<file path="config.mk">
export PLATFORM = sky130hd
export DESIGN_NAME = dca_matrix_row_buffer
export DESIGN_NICKNAME = d
export VERILOG_FILES = /design/src/rtl/dca_matrix_row_buffer.sv
export SDC_FILE = /design/constraint.sdc
export NUM_CORES = 1
export LEC_CHECK = 0
export BUFFER_PORTS_ARGS = -buffer_cell sky130_fd_sc_hd__buf_2
export CAP_MARGIN = 20
export CORE_MARGIN = 2
export CORE_UTILIZATION = 65
export CTS_BUF_LIST = sky130_fd_sc_hd__clkbuf_8 sky130_fd_sc_hd__clkbuf_16
export CTS_CLUSTER_SIZE = 28
export DETAILED_ROUTE_END_ITERATION = 12
export GPL_ROUTABILITY_DRIVEN = 0
export PLACE_DENSITY_LB_ADDON = 0.3
export SETUP_SLACK_MARGIN = 0.2
export SLEW_MARGIN = 30
export SYNTH_ARGS = -nofsm -noshare
export SYNTH_HDL_FRONTEND = slang
export SYNTH_SLANG_ARGS = --single-unit
</file>
<file path="constraint.sdc">
create_clock -name clk -period 14 [get_ports clk]
set_input_delay 0.7 -clock clk [delete_from_list [all_inputs] [get_ports clk]]
set_output_delay 0.7 -clock clk [all_outputs]
set_load 0.02 [all_outputs]
</file>
<file path="src/rtl/dca_matrix_row_buffer.sv">
// Ping-pong matrix buffer: the LSU fills one bank row by row while the compute
// datapath reads the other bank's completed matrix at random row indices.
module dca_matrix_row_buffer #(
    parameter int MATRIX_NUM_ROW = 4,
    parameter int BW_TENSOR_ROW  = 128,
    parameter int BW_ROW_INDEX   = (MATRIX_NUM_ROW > 2) ? $clog2(MATRIX_NUM_ROW) : 1
) (
    input  logic                     clk,
    input  logic                     rstnn,
    input  logic                     clear,
    input  logic                     enable,
    output logic                     busy,
    input  logic                     load_tensor_row_wvalid,
    input  logic                     load_tensor_row_wlast,
    input  logic [BW_TENSOR_ROW-1:0] load_tensor_row_wdata,
    output logic                     load_tensor_row_wready,
    output logic                     mat_rvalid,
    input  logic [BW_ROW_INDEX-1:0]  mat_rindex,
    output logic [BW_TENSOR_ROW-1:0] mat_rdata,
    output logic [BW_ROW_INDEX:0]    mat_rnum_row,
    input  logic                     mat_release,
    output logic                     load_error
);

    localparam logic [BW_ROW_INDEX:0] LP_LAST_ROW = (BW_ROW_INDEX+1)'(MATRIX_NUM_ROW - 1);

    logic [1:0][MATRIX_NUM_ROW-1:0][BW_TENSOR_ROW-1:0] r_bank;
    logic [1:0][BW_ROW_INDEX:0]                        r_num_row;
    logic [1:0]                                        r_full;
    logic                                              r_wr_bank;
    logic                                              r_rd_bank;
    logic                                              r_load_error;
    logic [BW_ROW_INDEX:0]                             r_row_cnt;

    logic                  w_wr_fire;
    logic                  w_close;
    logic                  w_release;
    logic                  w_idx_ok;
    logic [BW_ROW_INDEX:0] w_rd_num;

    // wready looks only at registered full flags, so a same-cycle release never bypasses
    assign load_tensor_row_wready = enable & ~r_full[r_wr_bank];
    assign w_wr_fire  = load_tensor_row_wvalid & load_tensor_row_wready;
    assign w_close    = w_wr_fire & (load_tensor_row_wlast | (r_row_cnt == LP_LAST_ROW));
    assign w_release  = mat_release & r_full[r_rd_bank];

    assign w_rd_num     = r_num_row[r_rd_bank];
    assign w_idx_ok     = ({1'b0, mat_rindex} < w_rd_num);
    assign mat_rvalid   = r_full[r_rd_bank];
    assign mat_rnum_row = w_rd_num;
    assign mat_rdata    = (mat_rvalid && w_idx_ok) ? r_bank[r_rd_bank][mat_rindex] : '0;

    assign busy       = r_full[0] | r_full[1] | (r_row_cnt != '0);
    assign load_error = r_load_error;

    // Row storage carries no reset; stale rows are masked by full/num_row on read.
    always_ff @(posedge clk) begin
        if (w_wr_fire && !clear)
            r_bank[r_wr_bank][r_row_cnt[BW_ROW_INDEX-1:0]] <= load_tensor_row_wdata;
    end

    always_ff @(posedge clk or negedge rstnn) begin
        if (!rstnn) begin
            r_full       <= '0;
            r_num_row    <= '0;
            r_wr_bank    <= 1'b0;
            r_rd_bank    <= 1'b0;
            r_row_cnt    <= '0;
            r_load_error <= 1'b0;
        end else if (enable) begin
            if (clear) begin
                r_full       <= '0;
                r_num_row    <= '0;
                r_wr_bank    <= 1'b0;
                r_rd_bank    <= 1'b0;
                r_row_cnt    <= '0;
                r_load_error <= 1'b0;
            end else begin
                if (w_close) begin
                    r_full[r_wr_bank]    <= 1'b1;
                    r_num_row[r_wr_bank] <= r_row_cnt + 1'b1;
                    r_row_cnt            <= '0;
                    r_wr_bank            <= ~r_wr_bank;
                    // closing on the row limit without wlast means the matrix overran
                    if (!load_tensor_row_wlast)
                        r_load_error <= 1'b1;
                end else if (w_wr_fire) begin
                    r_row_cnt <= r_row_cnt + 1'b1;
                end
                // a full bank blocks writes, so this never targets the bank just closed
                if (w_release) begin
                    r_full[r_rd_bank] <= 1'b0;
                    r_rd_bank         <= ~r_rd_bank;
                end
            end
        end
    end

endmodule

</file>
**Word-level counts from Yosys, hierarchy flattened**

Cells that the tools add are included.

- Input port bits: 137
- Word-level logic and storage cells: 93
- Bits in registers: 1038

- Add/subtract/negate cells: 1
- $lt $le $gt $ge: 8
- Reduce and logical (&&, ||, !) cells: 14
- Multiplexer cells: 40
- Bitwise logic cells: 13
- Eq/ne operators: 2

Operator list:

| cell | number |
|---|---|
| $mux 512 | 3 |
| $bwmux 1024 | 1 |
| $demux 512 s1 | 1 |
| $mux 128 | 3 |
| $bmux 128 s2 | 1 |
| $demux 128 s2 | 1 |
| $mux 3 | 6 |
| $mux 1 | 13 |
| $mux 6 | 2 |
| $mux 2 | 5 |
| $bwmux 6 | 1 |
| $lt 2x3->1 const B | 2 |
| $reduce_and 2->1 | 3 |
| $reduce_bool 3->1 | 2 |
| $logic_and 1x1->1 | 5 |
| $and 1x1->1 | 4 |
| $lt 1x2->1 const B | 2 |
| $reduce_bool 2->1 | 2 |
| $add 3x1->3 const B | 1 |
| $demux 3 s1 | 1 |
| $eq 3x2->1 const B | 1 |
| $lt 2x3->1 | 1 |
| $not 1->1 | 3 |
| $or 1x1->1 | 3 |
| other kinds (9) | 11 |

**Longest topological paths before layout**

- Word-level depth: 12
- Gate-level depth with buffers: 9
- Depth with buffers taken out: 6

**Worst setup path before layout**

OpenSTA, ideal clock, no wires.

- Path kind: input to register
- Start point: in enable
- End point: reg r_bank[128] (netlist bit), enable pin
- Data arrival time: 4353 ps
- Data required time: 13498 ps
- Stages on the path: 4
- Slack: 9145 ps
- Cells stage by stage: buf_2 > nand2_1 > nor4_1 > and2_1

- Word-level cells in the longest chain between the ends: 3

RTL lines:

| item | RTL line | source |
|---|---|---|
| start, declared | 11 | `input logic enable,` |
| $and 1x1->1 | 42 | `assign load_tensor_row_wready = enable & ~r_full[r_wr_bank];` |
| $and 1x1->1 | 43 | `assign w_wr_fire = load_tensor_row_wvalid & load_tensor_row_wready;` |
| $logic_and 1x1->1 | 58 | `if (w_wr_fire && !clear)` |
| end signal, assigned by index | 59 | `r_bank[r_wr_bank][r_row_cnt[BW_ROW_INDEX-1:0]] <= load_tensor_row_wdata;` |
| end, declared | 27 | `logic [1:0][MATRIX_NUM_ROW-1:0][BW_TENSOR_ROW-1:0] r_bank;` |

No other way between the ends.
A chain may end at the register's enable or synchronous reset.

**Final worst setup path**

- Start point: reg r_rd_bank
- End point: out mat_rdata[7]

- Word-level cells in the longest chain between the ends: 5
- Elaborated cells between the ends (all ways): 11

RTL lines:

| item | RTL line | source |
|---|---|---|
| start, declared | 31 | `logic r_rd_bank;` |
| start signal, assigned | 93 | `r_rd_bank <= ~r_rd_bank;` |
| $mux 3 (implied by the code) or $mux 512 (tied branches) (2 in a row) | 47, 51 |  |
| $lt 2x3->1 or $bmux 128 s2 (tied branches) | 48, 51 |  |
| $logic_and 1x1->1 or $mux 128 (tied branches) | 51 | `assign mat_rdata = (mat_rvalid && w_idx_ok) ? r_bank[r_rd_bank][mat_rindex] : '0;` |
| $mux 128 * | 51 |  |
| end, declared | 19 | `output logic [BW_TENSOR_ROW-1:0] mat_rdata,` |

Mark *: on every way between the ends. The rest lies on a longest branch, timed or not. The select of a mux whose other input is x is not followed.

==> impl_metrics.json <==
{
  "start_kind": "flip-flop",
  "final-setup-viol-count": 0,
  "syn_avg_cell_area_um2": 19.1,
  "synth_edf_count": 1024,
  "grt_pass1_vias": 22600,
  "worstMarginPinSlew_ns": 1.05,
  "hold_buffers": 1,
  "synthCells": 2168,
  "crit_slowest_cell": "buf_4",
  "ys_types": 38,
  "hold_viol": 0,
  "vias_per_cell": 6.51,
  "clockRootBuffer": "clkbuf_16",
  "layout_common_cells": "edfxtp_1 (1024), mux2_2 (514), buf_2 (270)",
  "ys_ff_latch": 1038,
  "critPathRequiredTime_ns": 13.30,
  "hold_slack_ns": 0.319,
  "run_status": "finished, final reports clean",
  "dp.cells": 3173,
  "maxCapViolCount": 0,
  "cp_common_cell": "buf_4",
  "nets": 2572,
  "syn_area_um2": 41400,
  "numPortBuffers": 271,
  "drive_gt1_share_pct": 42.2,
  "syn_nets": 2311,
  "grt_pass1_wl_um": 137000,
  "worstSetupPathType": "flip-flop to output pin",
  "finalWorstSetupSlack_ns": 8.77,
  "clk_latency_ns": 0.65,
  "io_pins": 272,
  "min_path_cells": 1,
  "reg2reg_from": "r_full[1]",
  "synth_warnings": 0,
  "fin_crit_ns": 5.23,
  "first_iter_violations": 1942,
  "async_flop_share_pct": 1.35,
  "min-delay-start": "load_tensor_row_wdata[30]",
  "cts-resized-gates": 0,
  "cp_cell_sequence": "nand2b_4 > buf_4 > buf_4 > o22ai_1 > nor4_1 > buf_2",
  "drv_slew": 0,
  "setup_tns_ns": 0,
  "fillCellCount": 3604,
  "wl_per_cell_um": 27.4,
  "post-place-ws_ns": 9.42,
  "grt_max_degree": 173,
  "ant_nets": 0,
  "slew_headroom_pct": 29.8,
  "wirelength_um": 92200,
  "drtPass1Iterations": 6,
  "die_h_um": 256,
  "synth-seq-area-share_pct": 75.2,
  "cp_data_arrival_time_ns": 4.53,
  "ys.flop_type": "edfxtp_1",
  "die_area_um2": 65700,
  "num_vias": 21900,
  "layout_commonest_cell": "edfxtp_1",
  "stdcell_area_um2": 46400,
  "cts_setup_buffers": 0,
  "initial_core_util_pct": 65.7,
  "r2r_end": "r_bank[926]",
  "htree_levels": 3,
  "placed_cell_area_um2": 43300,
  "path_clk_slew_ns": 0.07,
  "finalCritPeriodShare_pct": 37.4,
  "area_growth_pct": 12.2,
  "p_leak_nw": 15.2,
  "grt_overflow": 0,
  "cts_buffer_depth": 3,
  "core_um2": 63000,
  "vdd.ir_drop.worst_uv": 124,
  "hpwlAfterDp_um": 48600,
  "critPathMaxStageDelay_ns": 0.92,
  "reg2regPathDepth": 4,
  "hp-class": "input port to flip-flop",
  "cts_sinks": 1038,
  "hold_end": "r_bank[158]",
  "ff2ff_setup_slack_ns": 9.95,
  "instances_no_fill": 3365,
  "die_w_um": 256,
  "critPathMaxFanout": 66,
  "rows": 92,
  "cts_tree": "yes",
  "numCtsBuffers": 99,
  "power_density_nw_per_um2": 142,
  "fmax_mhz": 191,
  "endpoint_kind": "output pin",
  "antenna_found_initial": 19,
  "rsz0062_at_grt": "no",
  "drcViolationCount": 0,
  "grt.total_usage_pct": 27.7,
  "fin_skew_ns": 0.0198
}
[cell families (layout without fill, tap and decap cells)]
kind of cell             count (synthesis)  in the layout  synth area share [%]
adder cells (fa/ha/maj)                  6              6                 0.181
AND/OR/NAND/NOR                        174            174                  4.06
multiplexers                           516            516                  14.0
flip-flops                            1038           1038                  75.2
AO/OA/AOI/OAI                          282            282                  4.37
buffers and inverters                  152            491                  2.18
other                                    0             12                     0
[critical path: cells and delay by family, from the launching register on]
family / cells / cell delay [ns]
simple gates: 2 / 0.85
compound gates: 1 / 0.23
buf+inv: 3 / 1.94
flops: 1 / 0.81
[synth_stat cells, types with 5 or more instances]
library cell,number,share of area [%]
edfxtp_1,1024,74
o22ai_1,256,3.9
clkbuf_1,27,0.24
buf_6,15,0.41
nor2b_1,5,0.076
dfrtp_1,14,0.85
and2_1,12,0.18
nor4_2,100,3.0
mux2_2,514,14
nor4_1,29,0.44
ha_1,6,0.18
a21oi_1,5,0.060
nor2_1,7,0.064
buf_2,62,0.75
buf_4,38,0.69
inv_1,8,0.073
nand2_1,7,0.064
[registers in the layout, indices dropped and copies added, names as in the netlist]
name        flops
load_error      1
r_bank       1024
r_full          2
r_num_row       6
r_rd_bank       1
r_row_cnt       3
r_wr_bank       1
[metal layers]
layer	GRT usage [%]	routed length [um]
met1	36.5	36100
met2	46.8	47100
met3	4.78	6380
met4	10.3	2460
met5	0	116
[power breakdown]
part	total, mW	leakage [nW]	switching [mW]	internal, mW
clock network	2.52	1.60	1.08	1.44
logic	0.612	4.20	0.424	0.188
registers	3.46	9.41	0.0144	3.44
[cell type report]
| class | count | area (um2) | area share, % |
|---|---|---|---|
| Multi-Input combinational cell | 978 | 9450 | 20.4 |
| Inverter | 8 | 30.0 | 0.0647 |
| Timing Repair Buffer | 304 | 1680 | 3.61 |
| Clock buffer | 104 | 2590 | 5.58 |
| Antenna cell | 12 | 30.0 | 0.0647 |
| Sequential cell | 1038 | 31100 | 67.0 |
| Clock inverter | 75 | 479 | 1.03 |
| Tap cell | 846 | 1060 | 2.28 |
[worst max-delay path by stage]
stage	end	slack [ns]	from
6_report	mat_rdata[7]	8.77	r_rd_bank
5_1_grt	mat_rdata[7]	8.67	r_rd_bank
4_1_cts	mat_rdata[7]	8.91	r_rd_bank
3_5_place_dp	mat_rdata[16]	9.42	mat_rindex[0]
3_3_place_gp	mat_rdata[14]	9.52	mat_rindex[0]
2_1_floorplan	r_bank[128]	9.14	enable
[per-stage QoR]
stage               total power, mW  utilization [%]
detailed placement             4.13             68.7
global placement               4.11             68.7
CTS                            6.61             73.6
global route                   6.77             73.7
floorplan                      3.93                -
finish                         6.59             73.7
Note: power is estimated with default switching activity, not from simulation.
